==> config.mk <==
export PLATFORM = sky130hd
export DESIGN_NAME = multicycle_control_flat
export DESIGN_NICKNAME = d
export VERILOG_FILES = /design/src/rtl/multicycle_control_if.sv /design/src/rtl/multicycle_control.sv /design/src/flat_wrapper.sv
export SDC_FILE = /design/constraint.sdc
export NUM_CORES = 1
export LEC_CHECK = 0
export CAP_MARGIN = 20
export CORE_MARGIN = 5
export CORE_UTILIZATION = 31
export DETAILED_ROUTE_END_ITERATION = 8
export GPL_ROUTABILITY_DRIVEN = 0
export PLACE_DENSITY = 0.84
export SLEW_MARGIN = 5
export SYNTH_ARGS = -nofsm -noshare
export SYNTH_HDL_FRONTEND = slang
export SYNTH_SLANG_ARGS = --single-unit
==> constraint.sdc <==
create_clock -name clk -period 1.5 [get_ports clk]
set_input_delay 0.3 -clock clk [delete_from_list [all_inputs] [get_ports clk]]
set_output_delay 0.3 -clock clk [all_outputs]
set_load 0.02 [all_outputs]
==> src/rtl/multicycle_control_if.sv <==
`default_nettype none
// ============================================================================
//  Module      : multicycle_control_if
//  Description : Control bundle between the multicycle control FSM and the
//                8-bit datapath. The controller drives the mux selects,
//                write enables, ALU controls and a debug copy of its state.
//                The datapath supplies the instruction register and the
//                registered N/Z flags.
//  Modports    : master - controller side (IR/N/Z in, controls out)
//                slave  - datapath side  (IR/N/Z out, controls in)
//  Revision    : 1.0 - initial release
// ============================================================================
interface multicycle_control_if;
  logic [7:0] IR;
  logic       N;
  logic       Z;
  logic       PCwrite;
  logic       AddrSel;
  logic       MemRead;
  logic       MemWrite;
  logic       IRload;
  logic       MDRload;
  logic       OpASel;
  logic       RegIn;
  logic       RFWrite;
  logic       ALU1;
  logic [2:0] ALU2;
  logic [2:0] ALUop;
  logic       FlagWrite;
  logic [3:0] state_dbg;

  modport master (
    input  IR, N, Z,
    output PCwrite, AddrSel, MemRead, MemWrite, IRload, MDRload, OpASel,
           RegIn, RFWrite, ALU1, ALU2, ALUop, FlagWrite, state_dbg
  );

  modport slave (
    output IR, N, Z,
    input  PCwrite, AddrSel, MemRead, MemWrite, IRload, MDRload, OpASel,
           RegIn, RFWrite, ALU1, ALU2, ALUop, FlagWrite, state_dbg
  );
endinterface
`default_nettype wire

==> src/rtl/multicycle_control.sv <==
`default_nettype none
// ============================================================================
//  Module      : multicycle_control
//  Description : Moore control FSM for the 8-bit multicycle processor.
//                Sequences each instruction through fetch, decode and the
//                class-specific execute states. Outputs are a combinational
//                function of the current state and IR; write enables are
//                additionally gated off while reset is high.
//  Ports       : clk   - rising-edge clock
//                reset - synchronous, active-high
//                bus   - multicycle_control_if.master (IR/N/Z in, controls out)
//  Revision    : 1.0 - initial release
// ============================================================================
module multicycle_control (
  input  logic                        clk,
  input  logic                        reset,
  multicycle_control_if.master        bus
);

  typedef enum logic [3:0] {
    S_RESET  = 4'd0,
    S_FETCH  = 4'd1,
    S_DECODE = 4'd2,
    S_LD1    = 4'd3,
    S_LD2    = 4'd4,
    S_ST     = 4'd5,
    S_ALU    = 4'd6,
    S_WB     = 4'd7,
    S_BR     = 4'd8
  } state_t;

  state_t r_state;

  // Instruction decode. ori and shift are identified by the low three bits
  // alone; the remaining opcodes use the full low nibble. None of the nibble
  // codes collide with 111/011, so the priority only matters conceptually.
  logic w_ori, w_shift, w_load, w_store, w_add, w_sub, w_nand;
  logic w_bz, w_bnz, w_bpz, w_alu, w_br, w_taken;
  logic w_unused_ir;

  assign w_ori   = (bus.IR[2:0] == 3'b111);
  assign w_shift = !w_ori && (bus.IR[2:0] == 3'b011);
  assign w_load  = (bus.IR[3:0] == 4'b0000);
  assign w_store = (bus.IR[3:0] == 4'b0010);
  assign w_add   = (bus.IR[3:0] == 4'b0100);
  assign w_sub   = (bus.IR[3:0] == 4'b0110);
  assign w_nand  = (bus.IR[3:0] == 4'b1000);
  assign w_bz    = (bus.IR[3:0] == 4'b0101);
  assign w_bnz   = (bus.IR[3:0] == 4'b1001);
  assign w_bpz   = (bus.IR[3:0] == 4'b1101);
  assign w_alu   = w_ori || w_shift || w_add || w_sub || w_nand;
  assign w_br    = w_bz || w_bnz || w_bpz;
  assign w_taken = (w_bz && bus.Z) || (w_bnz && !bus.Z) || (w_bpz && !bus.N);

  // Register fields are consumed by the datapath, not by the controller.
  assign w_unused_ir = ^bus.IR[7:4];

  always_ff @(posedge clk) begin
    if (reset) begin
      r_state <= S_RESET;
    end else begin
      case (r_state)
        S_RESET:  r_state <= S_FETCH;
        S_FETCH:  r_state <= S_DECODE;
        S_DECODE: begin
          if (w_load)       r_state <= S_LD1;
          else if (w_store) r_state <= S_ST;
          else if (w_alu)   r_state <= S_ALU;
          else if (w_br)    r_state <= S_BR;
          else              r_state <= S_FETCH;  // undefined opcode acts as NOP
        end
        S_LD1:    r_state <= S_LD2;
        S_LD2:    r_state <= S_FETCH;
        S_ST:     r_state <= S_FETCH;
        S_ALU:    r_state <= S_WB;
        S_WB:     r_state <= S_FETCH;
        S_BR:     r_state <= S_FETCH;
        default:  r_state <= S_RESET;  // illegal encodings recover via reset
      endcase
    end
  end

  always_comb begin
    bus.PCwrite   = 1'b0;
    bus.AddrSel   = 1'b0;
    bus.MemRead   = 1'b0;
    bus.MemWrite  = 1'b0;
    bus.IRload    = 1'b0;
    bus.MDRload   = 1'b0;
    bus.OpASel    = 1'b0;
    bus.RegIn     = 1'b0;
    bus.RFWrite   = 1'b0;
    bus.ALU1      = 1'b0;
    bus.ALU2      = 3'b000;
    bus.ALUop     = 3'b000;
    bus.FlagWrite = 1'b0;
    bus.state_dbg = r_state;

    case (r_state)
      S_FETCH: begin
        bus.MemRead = 1'b1;
        bus.IRload  = 1'b1;
        bus.ALU2    = 3'b001;  // PC + 1
        bus.PCwrite = 1'b1;
      end
      S_DECODE: bus.OpASel = w_ori;  // ori reads R1 as its source/destination
      S_LD1: begin
        bus.AddrSel = 1'b1;
        bus.MemRead = 1'b1;
        bus.MDRload = 1'b1;
      end
      S_LD2: begin
        bus.RegIn   = 1'b1;
        bus.RFWrite = 1'b1;
      end
      S_ST: begin
        bus.AddrSel  = 1'b1;
        bus.MemWrite = 1'b1;
      end
      S_ALU: begin
        bus.ALU1   = 1'b1;
        bus.OpASel = w_ori;
        if (w_ori) begin
          bus.ALU2  = 3'b011;
          bus.ALUop = 3'b011;
        end else if (w_shift) begin
          bus.ALU2  = 3'b100;
          bus.ALUop = 3'b100;
        end else if (w_sub) begin
          bus.ALUop = 3'b001;
        end else if (w_nand) begin
          bus.ALUop = 3'b010;
        end
      end
      S_WB: begin
        bus.RFWrite   = 1'b1;
        bus.FlagWrite = 1'b1;
        bus.OpASel    = w_ori;  // destination must match the ALU source
      end
      S_BR: begin
        bus.ALU2    = 3'b010;   // PC (already incremented) + Imm4
        bus.PCwrite = w_taken;
      end
      default: ;
    endcase

    // Reset blocks every architectural write immediately, not one edge later.
    if (reset) begin
      bus.PCwrite   = 1'b0;
      bus.MemWrite  = 1'b0;
      bus.IRload    = 1'b0;
      bus.MDRload   = 1'b0;
      bus.RFWrite   = 1'b0;
      bus.FlagWrite = 1'b0;
    end
  end

endmodule
`default_nettype wire
==> src/flat_wrapper.sv <==
// flat-port wrapper written by rule: the top's interface ports become plain ports
module multicycle_control_flat 
  (clk, reset, bus_IR, bus_N, bus_Z, bus_PCwrite, bus_AddrSel, bus_MemRead, bus_MemWrite, bus_IRload, bus_MDRload, bus_OpASel, bus_RegIn, bus_RFWrite, bus_ALU1, bus_ALU2, bus_ALUop, bus_FlagWrite, bus_state_dbg);
  multicycle_control_if bus_i ();
  input  logic clk;
  input  logic reset;
  input wire logic [$bits(bus_i.IR)-1:0] bus_IR;
  input wire logic [$bits(bus_i.N)-1:0] bus_N;
  input wire logic [$bits(bus_i.Z)-1:0] bus_Z;
  output wire logic [$bits(bus_i.PCwrite)-1:0] bus_PCwrite;
  output wire logic [$bits(bus_i.AddrSel)-1:0] bus_AddrSel;
  output wire logic [$bits(bus_i.MemRead)-1:0] bus_MemRead;
  output wire logic [$bits(bus_i.MemWrite)-1:0] bus_MemWrite;
  output wire logic [$bits(bus_i.IRload)-1:0] bus_IRload;
  output wire logic [$bits(bus_i.MDRload)-1:0] bus_MDRload;
  output wire logic [$bits(bus_i.OpASel)-1:0] bus_OpASel;
  output wire logic [$bits(bus_i.RegIn)-1:0] bus_RegIn;
  output wire logic [$bits(bus_i.RFWrite)-1:0] bus_RFWrite;
  output wire logic [$bits(bus_i.ALU1)-1:0] bus_ALU1;
  output wire logic [$bits(bus_i.ALU2)-1:0] bus_ALU2;
  output wire logic [$bits(bus_i.ALUop)-1:0] bus_ALUop;
  output wire logic [$bits(bus_i.FlagWrite)-1:0] bus_FlagWrite;
  output wire logic [$bits(bus_i.state_dbg)-1:0] bus_state_dbg;
  assign bus_i.IR = bus_IR;
  assign bus_i.N = bus_N;
  assign bus_i.Z = bus_Z;
  assign bus_PCwrite = bus_i.PCwrite;
  assign bus_AddrSel = bus_i.AddrSel;
  assign bus_MemRead = bus_i.MemRead;
  assign bus_MemWrite = bus_i.MemWrite;
  assign bus_IRload = bus_i.IRload;
  assign bus_MDRload = bus_i.MDRload;
  assign bus_OpASel = bus_i.OpASel;
  assign bus_RegIn = bus_i.RegIn;
  assign bus_RFWrite = bus_i.RFWrite;
  assign bus_ALU1 = bus_i.ALU1;
  assign bus_ALU2 = bus_i.ALU2;
  assign bus_ALUop = bus_i.ALUop;
  assign bus_FlagWrite = bus_i.FlagWrite;
  assign bus_state_dbg = bus_i.state_dbg;
  multicycle_control u_core (.clk(clk), .reset(reset), .bus(bus_i));
endmodule
After elaboration in Yosys (flattened, before gate mapping)
Index checks and enable logic that the tools add are counted.
Storage, ports and cells
  output and inout bits: 21
  bits in registers: 4
  input port bits: 12
  logic and storage cells: 70
Cells by class
  eq/ne operators: 17
  reductions and logical operators: 22
  multiplexer cells: 30
Operators with widths (count)
  equality test 4 x 3 -> 1 bit, second input constant: 7
  case mux 4 bit (5 select lines): 1
  two-way mux 3 bit: 6
  equality test 4 bit, second input constant: 4
  two-way mux 1 bit: 16
  two-way mux 4 bit: 4
  equality test 4 x 2 -> 1 bit, second input constant: 3
  case mux 3 bit (3 select lines): 1
  logical NOT 4 bit: 2
  logical OR 1 bit: 8
  OR reduction 2 bit: 3
  OR reduction 5 bit: 1
  equality test 4 x 1 -> 1 bit, second input constant: 1
  logical AND 1 bit: 4
  equality test 3 x 2 -> 1 bit, second input constant: 1
  equality test 3 bit, second input constant: 1
  logical NOT 1 bit: 3
  OR reduction 3 bit: 1
  two-way mux 2 bit: 1
  case mux 1 bit (2 select lines): 1

Longest topological paths before layout
Gate-level depths: netlist of run 1.
  depth in word-level cells: 11
  depth in mapped cells: 5

Worst setup path before layout of run 1
No wires, ideal clock.
  kind: flip-flop to output port
  start: register u_core.r_state[1] (netlist: u_core.bus.state_dbg[1])
  end: output port bus_ALUop[2]
  required time: 1200 ps
  cell stages (with the launch flop): 6
  setup slack: -678 ps
  arrival: 1878 ps
  cell sequence: dfxtp_1 > buf_2 > nor2b_1 > nand2b_1 > nor3_1 > buf_4
On the way
  longest elaborated chain between the ends: 2
RTL lines
  from (decl): line multicycle_control.sv:32  | state_t r_state;
  from (signal assigned): line multicycle_control.sv:60  | r_state <= S_RESET;
  from (signal assigned): line multicycle_control.sv:63  | S_RESET: r_state <= S_FETCH;
  from (signal assigned): line multicycle_control.sv:64  | S_FETCH: r_state <= S_DECODE;
  equality test 4 x 3 -> 1 bit: line multicycle_control.sv:99  | case (r_state)
  two-way mux 3 bit: line multicycle_control.sv:99
  to (decl): line flat_wrapper.sv:21  | output wire logic [$bits(bus_i.ALUop)-1:0] bus_ALUop;
Every way passes these cells.

Final worst setup path of run 1
  start: register u_core.r_state[0] (netlist: u_core.bus.state_dbg[0])
  end: output port bus_PCwrite
On the way
  longest elaborated chain between the ends: 3
RTL lines
  equality test 4 bit or equality test 4 x 1 -> 1 bit (tied branches): line multicycle_control.sv:99
  case mux 1 bit (2 select lines) *: line multicycle_control.sv:99
  two-way mux 1 bit *: line multicycle_control.sv:148  | if (reset) begin
  to (decl): line flat_wrapper.sv:10  | output wire logic [$bits(bus_i.PCwrite)-1:0] bus_PCwrite;
Mark *: on every way between the ends. The rest lies on a longest branch, timed or not.

==> out/metrics.csv, run 1 <==
stage;metric;value;unit
floorplanning;initial standard-cell utilization of the core;32.6;%
synth;unique cell type count in the Yosys netlist;29;
synth;summed instance area of the synthesized netlist;490;µm²
routing;vias after detailed routing;785;
layout;most common cell after layout, fill and taps aside;buf_4;
global_routing;wire length of the first global-routing pass;3450;µm
timing;final worst setup slack;-0.304;ns
global_routing;number of antenna violations at the first check in global routing;0;
placement;count of buffers inserted at the top-level ports;28;
layout;# diodes;0;
global_routing;Remaining Overflow, GRT;0;
clock_tree;clock-pin slew on the worst setup and hold paths;0.05;ns
floorplanning;die outline area;0.00248;mm²
clock_tree;sink count of the clock tree;4;
layout;nets@finish;139;
routing;Iteration-0 DRC Markers;17;
placement;detailed placer's ending HPWL;1460;µm
routing;number of detailed-routing iterations run before antenna repair;4;
setup_path;required time of the worst setup path;1.20;ns
setup_path;Worst Path Class, Setup;reg -> out;
setup_path;cells along the critical path;or4b_4 -> a31oi_4 -> a21o_1 -> buf_6;
synth;Synthesis Warnings;0;
timing;transition time at the pin with the least slew margin;0.327;ns
power_and_ir_drop;power per cell area;748;mW/mm²
synth;Synth top area share;16.3;%
synth;cell count after synthesis;75;
timing;final hold violation count;0;
layout;core utilization of the finished layout;82.4;%
layout;Fillers;79;
setup_path;Max stage delay cell, worst path;or4b_4;
setup_path;Critical Path Start Type;flop;
timing;Final Setup Violations;16;
floorplanning;height of the die;49.8;µm
floorplanning;core box area;0.00151;mm²
setup_path;CP top delay family;simple AND/OR/NAND/NOR gates;
routing;Routed Wire Length;2650;µm
setup_path;Register-to-Register Path Depth;6;
placement;placement-stage cell area;961;µm²
timing;Rel. slew slack;78.2;%
setup_path;Critical path buffers and inverters;1;
routing;number of remaining DRC errors;0;
flow_run;max-cap check violation count;0;
synth;mean instance size in the synthesized netlist;6.54;µm²
synth;syn nets;87;
synth;number of flip-flops and latches in the synthesized netlist;4;
clock_tree;TritonCTS clock tree;yes;
power_and_ir_drop;post-route total power;0.000928;W
setup_path;arrival time at the worst endpoint;1.50;ns
setup_path;maximum single-stage delay on the critical path;0.53;ns
clock_tree;insertion delay to the later sink of the worst-skew pair;0.24;ns
routing;average wire per cell in the routed design;18.7;µm
layout;Area growth, synth to finish;153;%
layout;design area;0.00124;mm²
layout;max reg flops;4;
clock_tree;buffer type at the clock tree root;clkbuf_4;
global_routing;largest net degree at the start of global routing;12;
global_routing;number of global-route vias before repair;745;
timing;final max-slew violation count;0;
floorplanning;die outline width;49.8;µm
global_routing;global-route total usage across every layer;17.5;%
power_and_ir_drop;IR drop worst, VDD;725;µV
floorplanning;number of rows created at floorplan;14;
clock_tree;Clock Tree Buf Depth;2;
power_and_ir_drop;leakage power;0.543;nW
routing;number of vias per cell after detailed routing;5.53;
layout;share of post-route cells with drive strength above 1;65.9;%
setup_path;endpoint type of the worst setup path;output port;
timing;worst setup skew after layout;0.0136;ns
synth;area leader, netlist;dfxtp_1;
clock_tree;number of buffers added to fix hold violations after cts;0;
synth;leading post-synthesis cells by cell area;dfxtp_1 (16%), nor2_1 (8.4%), nand2b_1 (6.4%);
timing;clock period minus final worst setup slack;1.80;ns
timing;peak clock frequency supported by timing;0.554;GHz
timing;RSZ-0062 raised after global routing;yes;
run_status;violations in the final reports;setup timing;
clock_tree;Inserted Clock Buffers;3;
run_status;outcome;finished with violations;
timing;Setup TNS;-2.93;ns
min_path;type of the worst min-delay path;in -> reg;
timing;portion of the clock cycle consumed by the worst path in the final layout;120;%
layout;top library cells by usage in the layout, fill and taps aside;buf_4 (24), buf_6 (20), nor2_1 (6), dlygate4sd2_1 (6);
synth;sequential area share after synthesis;16.3;%
timing;final hold slack;0.605;ns
min_path;hold path cells;4;
routing;count of nets left with antenna violations after detail routing;0;
setup_path;CP Depth;4;
setup_path;highest net fanout along the worst path;2;
floorplanning;I/O Pins;33;
clock_tree;H-tree depth reported by CTS;1;
==> tightest hold or removal path, stage by stage <==
cell and delay (ns):
clkdlybuf4s15_2 0.22, buf_4 0.17, o2111ai_1 0.09, nor2_1 0.04
==> metrics by stage <==
stage                     setup WS [ns]  cells
after floorplan                  -0.124     75
after global placement           -0.907    130
after detailed placement         -0.895    130
after CTS                        -0.313    136
after global routing             -0.380    142
final                            -0.304    142
==> metal layers <==
layer  up-vias  track usage (%)  share of wire (%)
li1        368                -                  -
met1       380             20.1                 37
met2        31             31.1                 56
met3         6             6.02                5.4
met4         0             3.06                1.6
met5         -                0                  0
==> kinds of logic after synthesis <==
| logic type | synth area share, % |
|---|---|
| simple gates | 46.4 |
| compound gates | 19.6 |
| buf+inv | 11.7 |
| flops | 16.3 |
| mux | 4.08 |
| xor+xnor | 1.79 |
==> cells in the mapped netlist <==
master / number
nor2_1: 11
nand2b_1: 5
nor2b_1: 5
buf_2: 4
dfxtp_1: 4
nand2_1: 4
nor3_1: 4
o21ai_0: 4
a21oi_1: 3
clkbuf_1: 3
nand3_1: 3
a211oi_1: 2
a31oi_1: 2
inv_1: 2
mux2i_1: 2
nor3b_1: 2
nor4b_1: 2
or3_1: 2
a21o_1: 1
and3_1: 1
buf_4: 1
buf_6: 1
nor4_1: 1
o2111ai_1: 1
o211ai_1: 1
o32a_1: 1
or2_2: 1
or4b_1: 1
xnor2_1: 1
==> path summary, 6_finish.rpt <==
check | slack, ns | endpoint | from
setup reg to reg | 0.30 | u_core.bus.state_dbg[1] | u_core.bus.state_dbg[1]
hold / removal | 0.61 | u_core.bus.state_dbg[3] | bus_IR[0]
hold reg to reg | 0.61 | u_core.bus.state_dbg[3] | u_core.bus.state_dbg[3]
setup / recovery | -0.30 | bus_PCwrite | u_core.bus.state_dbg[0]
==> cell type report <==
type	instances	area [µm²]	area share [%]
Clock buffer	4	26.3	2.12
Tap cell	16	20.0	1.61
Sequential cell	4	87.6	7.06
Inverter	2	7.51	0.605
Multi-Input combinational cell	60	574	46.3
Timing Repair Buffer	56	526	42.3
==> report_power, final <==
part	switching, W	total (W)	leakage, nW	internal (W)
clock	0.0000481	0.000148	0.0150	0.000100
combinational	0.000319	0.000644	0.494	0.000324
sequential	0.0000139	0.000137	0.0346	0.000123
==> what timing repair did <==
action                     CTS  global route
setup buffers                2             7
pin swaps                    2             8
setup endpoints to repair   21            17
gates resized for setup    122            30
(Power assumes the default switching activity.)
==> inputs of run 2 (changes only) <==
- CORE_UTILIZATION: 31 -> 32
- CTS_BUF_LIST: not set -> sky130_fd_sc_hd__clkbuf_4 sky130_fd_sc_hd__clkbuf_8
- PLACE_DENSITY: 0.84 -> 0.86
- TNS_END_PERCENT: not set -> 20
- clock period: 1.5 -> 1.6 ns (I/O delays scaled with it)
==> run 2 against run 1 <==
  * The flow still finishes with violations (setup timing)
  * Register-to-register slack gained 0.06 ns
  * Critical path depth is the same
  * Setup slack gained 0.074 ns
  * Final cell count down 4.2%
  * Sequential power fell by 9%
  * Critical path type unchanged
  * Largest cell class unchanged
==> out/metrics.csv, run 2 (synthesis gave the netlist of run 1 again) <==
stage;metric;value;unit
run_status;outcome;finished with violations;
run_status;violations in the final reports;setup timing;
layout;# diodes;0;
timing;worst setup skew after layout;0.00483;ns
routing;Iteration-0 DRC Markers;27;
global_routing;number of antenna violations at the first check in global routing;0;
timing;RSZ-0062 raised after global routing;yes;
routing;Routed Wire Length;1880;µm
min_path;source of the worst hold timing path;reset;
power_and_ir_drop;power per cell area;678;mW/mm²
clock_tree;clock-pin slew on the worst setup and hold paths;0.04;ns
power_and_ir_drop;Switching Share;40.8;%
setup_path;endpoint type of the worst setup path;output port;
setup_path;capturing instance or port of the critical path;bus_PCwrite;
min_path;type of the worst min-delay path;in -> reg;
clock_tree;buffer type at the clock tree root;clkbuf_4;
global_routing;wire length of the first global-routing pass;3130;µm
timing;transition time at the pin with the least slew margin;0.271;ns
power_and_ir_drop;post-route total power;0.000682;W
power_and_ir_drop;leakage power;0.481;nW
timing;final hold slack;0.608;ns
placement;detailed placer's ending HPWL;1380;µm
global_routing;largest net degree at the start of global routing;13;
clock_tree;sink count of the clock tree;4;
setup_path;Register-to-Register Path Depth;5;
routing;number of detailed-routing iterations run before antenna repair;4;
routing;average wire per cell in the routed design;13.8;µm
timing;portion of the clock cycle consumed by the worst path in the final layout;114;%
floorplanning;die outline area;0.00242;mm²
floorplanning;I/O Pins;33;
power_and_ir_drop;clock network fraction of total power;19.1;%
clock_tree;Clock Tree Buf Depth;2;
layout;core utilization of the finished layout;68.4;%
clock_tree;Inserted Clock Buffers;3;
layout;share of post-route cells with drive strength above 1;56.7;%
flow_run;max-cap check violation count;0;
setup_path;arrival time at the worst endpoint;1.51;ns
setup_path;setup slack, reg-to-reg;0.36;ns
layout;Fillers;132;
global_routing;GR met1 Demand/Resource;19.3;%
layout;area of all sequential standard cells;83.8;µm²
setup_path;Critical Path Start Type;flop;
global_routing;GRT busiest layer;met2;
global_routing;GRT met3 Usage;5.20;%
layout;design area;0.00101;mm²
global_routing;Remaining Overflow, GRT;0;
layout;Area growth, synth to finish;105;%
layout;nets@finish;134;
global_routing;global-route total usage across every layer;15.9;%
timing;clock period minus final worst setup slack;1.83;ns
setup_path;critical path startpoint;u_core.bus.state_dbg[0];
placement;total instance count after detailed placement;130;
power_and_ir_drop;fraction of power consumed by sequential logic;18.1;%
setup_path;capturing point of the worst reg2reg path;u_core.bus.state_dbg[1];
routing;count of nets left with antenna violations after detail routing;0;
floorplanning;die outline width;49.2;µm
layout;max reg flops;4;
timing;final hold violation count;0;
floorplanning;height of the die;49.2;µm
setup_path;highest net fanout along the worst path;2;
routing;number of remaining DRC errors;0;
floorplanning;number of rows created at floorplan;14;
global_routing;GRT met2 Usage;26.4;%
power_and_ir_drop;IR drop worst, VDD;488;µV
floorplanning;core box area;0.00147;mm²
timing;final worst setup slack;-0.230;ns
global_routing;number of global-route vias before repair;677;
power_and_ir_drop;switching power summed over all nets;0.000278;W
clock_tree;TritonCTS clock tree;yes;
placement;count of buffers inserted at the top-level ports;28;
setup_path;required time of the worst setup path;1.28;ns
clock_tree;H-tree depth reported by CTS;1;
timing;final max-slew violation count;0;
clock_tree;number of buffers added to fix hold violations after cts;0;
placement;placement-stage cell area;913;µm²
setup_path;FF-to-FF Start;u_core.bus.state_dbg[0];
layout;post-layout instance count excluding filler cells;136;
clock_tree;insertion delay to the later sink of the worst-skew pair;0.24;ns
timing;peak clock frequency supported by timing;0.546;GHz
routing;number of vias per cell after detailed routing;5.24;
layout;most common cell after layout, fill and taps aside;buf_4;
setup_path;Worst Path Class, Setup;reg -> out;
floorplanning;initial standard-cell utilization of the core;33.3;%
timing;Rel. slew slack;81.8;%
power_and_ir_drop;Power Internal;0.000404;W
timing;Final Setup Violations;9;
routing;vias after detailed routing;713;
layout;area taken by multi-input logic gates;462;µm²
power_and_ir_drop;Gate power share;62.8;%
layout;top library cells by usage in the layout, fill and taps aside;buf_4 (32), nor2_1 (9);
==> run 2: cell count changes in the layout (fill, tap and decap cells not counted), sizes merged <==
| cell | change |
|---|---|
| buf | -5 |
| clkdlybuf4s15 | +1 |
| dlygate4sd2 | -2 |
==> run 2: how the worst min path moves through the flow <==
stage,end,slack (ns),depth (start not counted)
2_1_floorplan,u_core.bus.state_dbg[1],0.49,3
3_3_place_gp,u_core.bus.state_dbg[2],0.61,3
3_5_place_dp,u_core.bus.state_dbg[2],0.63,3
4_1_cts,u_core.bus.state_dbg[3],0.59,3
5_1_grt,u_core.bus.state_dbg[3],0.64,3
6_report,u_core.bus.state_dbg[3],0.61,3
==> run 2: area by class of cell <==
cell class,instances,area share [%]
repair buffers,51,40.8
inverters,2,0.746
well taps,16,1.99
flip-flops and latches,4,8.33
clock buffers,3,2.24
multi-input cells,60,45.9
==> run 2: power by group through the flow <==
stage	registers [W]	logic, W	clock network, W
after floorplan	0.000141	0.000194	0
after global placement	0.000121	0.000383	0
after detailed placement	0.000122	0.000392	0
after CTS	0.000123	0.000421	0.000133
after global routing	0.000125	0.000462	0.000142
final	0.000124	0.000428	0.000130
==> run 2: worst max-delay path, stage by stage, from the launching register on <==
cell and delay (ns):
dfxtp_1 0.30, or4b_4 0.56, a31oi_4 0.16, a21o_1 0.14
buf_6 0.11
==> run 2: repair_timing <==
item | 4_1_cts | 5_1_grt
pin swaps | 4 | 1
endpoints found under the setup margin | 21 | 14
buffers inserted | 3 | 0
resized for setup | 118 | 5
==> run 2: stage by stage <==
stage          TNS (ns)  worst slack, ns
2_1_floorplan    -0.966           -0.190
3_3_place_gp      -8.41           -0.689
3_5_place_dp      -8.86           -0.797
4_1_cts          -0.750           -0.243
5_1_grt           -1.40           -0.265
6_report         -0.771           -0.230
==> run 2: metal layers <==
metal  vias to the layer above  wire length (µm)
met5                         -                 0
met4                         0                33
met3                         4               126
met2                        29               949
met1                       321               766
li1                        359                 -
==> inputs of run 3 (changes only) <==
- CORE_MARGIN: 5 -> 4
==> run 3 against run 2 <==
  * The run still ends with setup timing left
  * Sequential share of layout area rose by 0.24 points
  * Sequential power is essentially flat
  * Setup slack worse by 0.028 ns
  * Non-clock buffer count grew 1
  * Flip-flop and latch count did not move
  * Fmax is 1.5% lower
  * Clock power about the same
  * Critical path type unchanged
  * Critical endpoint unchanged
  * Via count decreased by 0.98%
  * Utilization rose by 5.4 points
  * Final cell count unchanged
  * Power rose by 4.4%
  * Design area is 0.13% higher
==> out/metrics.csv, run 3 (synthesis gave the netlist of run 1 again) <==
stage;metric;value;unit
floorplanning;height of the die;47.2;µm
layout;# diodes;0;
clock_tree;number of buffers added to fix hold violations after cts;0;
global_routing;largest net degree at the start of global routing;13;
global_routing;number of antenna violations at the first check in global routing;0;
routing;number of detailed-routing iterations run before antenna repair;4;
layout;top library cells by usage in the layout, fill and taps aside;buf_4 (33), nor2_1 (9), buf_6 (6);
layout;most common cell after layout, fill and taps aside;buf_4;
global_routing;Remaining Overflow, GRT;0;
clock_tree;buffer type at the clock tree root;clkbuf_4;
floorplanning;I/O Pins;33;
placement;count of buffers inserted at the top-level ports;28;
floorplanning;initial standard-cell utilization of the core;35.9;%
global_routing;global-route total usage across every layer;20.0;%
power_and_ir_drop;power per cell area;707;mW/mm²
layout;max reg flops;4;
layout;Area growth, synth to finish;105;%
clock_tree;H-tree depth reported by CTS;1;
placement;post-placement worst setup slack;-0.837;ns
floorplanning;number of rows created at floorplan;13;
flow_run;max-cap check violation count;0;
setup_path;arrival time at the worst endpoint;1.54;ns
layout;core utilization of the finished layout;73.7;%
floorplanning;die outline width;47.2;µm
layout;share of post-route cells with drive strength above 1;53.7;%
layout;nets@finish;135;
run_status;outcome;finished with violations;
setup_path;endpoint type of the worst setup path;output port;
layout;area taken by multi-input logic gates;448;µm²
placement;total instance count after detailed placement;131;
clock_tree;Inserted Clock Buffers;3;
global_routing;number of global-route vias before repair;665;
layout;area of all sequential standard cells;86.3;µm²
clock_tree;clock-pin slew on the worst setup and hold paths;0.04;ns
floorplanning;die outline area;0.00222;mm²
clock_tree;insertion delay to the later sink of the worst-skew pair;0.24;ns
routing;average wire per cell in the routed design;15.1;µm
layout;post-layout instance count excluding filler cells;136;
timing;clock period minus final worst setup slack;1.86;ns
run_status;violations in the final reports;setup timing;
timing;final hold violation count;0;
timing;final worst setup slack;-0.259;ns
clock_tree;TritonCTS clock tree;yes;
timing;portion of the clock cycle consumed by the worst path in the final layout;116;%
power_and_ir_drop;leakage power;0.495;nW
timing;worst setup skew after layout;0.00421;ns
clock_tree;Clock Tree Buf Depth;2;
timing;Final Setup Violations;10;
timing;Setup TNS;-0.939;ns
min_path;type of the worst min-delay path;in -> reg;
setup_path;Worst Path Class, Setup;reg -> out;
layout;Fillers;117;
timing;final max-slew violation count;0;
routing;count of nets left with antenna violations after detail routing;0;
placement;detailed placer's ending HPWL;1550;µm
routing;Iteration-0 DRC Markers;19;
setup_path;highest net fanout along the worst path;2;
setup_path;Critical Path Start Type;flop;
clock_tree;sink count of the clock tree;4;
routing;vias after detailed routing;706;
setup_path;required time of the worst setup path;1.28;ns
global_routing;wire length of the first global-routing pass;3080;µm
floorplanning;core box area;0.00137;mm²
routing;number of vias per cell after detailed routing;5.19;
timing;Rel. slew slack;78.9;%
timing;RSZ-0062 raised after global routing;yes;
routing;Routed Wire Length;2060;µm
timing;transition time at the pin with the least slew margin;0.315;ns
timing;peak clock frequency supported by timing;0.538;GHz
routing;number of remaining DRC errors;0;
power_and_ir_drop;IR drop worst, VDD;707;µV
## run 3: final timing paths
| path | startpoint | end | slack [ns] | cells after the start |
|---|---|---|---|---|
| setup reg to reg | u_core.bus.state_dbg[0] | u_core.bus.state_dbg[1] | 0.30 | 5 |
| hold reg to reg | u_core.bus.state_dbg[1] | u_core.bus.state_dbg[2] | 0.64 | 3 |
| setup / recovery | u_core.bus.state_dbg[1] | bus_PCwrite | -0.26 | 4 |
| hold / removal | reset | u_core.bus.state_dbg[3] | 0.52 | 3 |
## run 3: metrics by stage
step | area, µm² | hold WS [ns] | power [W]
6_report | 1010 | 0.521 | 0.000712
5_1_grt | 1010 | 0.547 | 0.000756
4_1_cts | 932 | 0.614 | 0.000662
3_5_place_dp | 927 | 0.635 | 0.000535
3_3_place_gp | 927 | 0.610 | 0.000519
2_1_floorplan | 513 | 0.491 | 0.000335
## run 3: what timing repair did
item,4_1_cts,5_1_grt
buffers inserted,0,3
cloned,0,0
setup endpoints to repair,21,16
pin swaps,5,4
resized for setup,106,21
## run 3: worst max-delay path, stage by stage (launching register included)
cell,delay [ns]
dfxtp_2,0.31
or4b_4,0.55
a31oi_1,0.16
a21o_1,0.16
buf_6,0.12
## run 3: routing by layer
layer  routed length [µm]  GRT usage [%]
met5                    0              0
met1                  788           21.8
met4                   45           8.29
met2                 1130           36.0
met3                   94           5.36
## run 3: where the power goes
group	internal [W]	switching (W)
registers	0.000114	0.00000900
clock network	0.0000840	0.0000426
logic	0.000222	0.000240
## run 3: cell type report
class / instances / area share, %
clock buffers: 3 / 2.24
inverters: 2 / 0.745
multi-input cells: 60 / 44.5
flip-flops and latches: 4 / 8.57
well taps: 15 / 1.86
repair buffers: 52 / 42.1
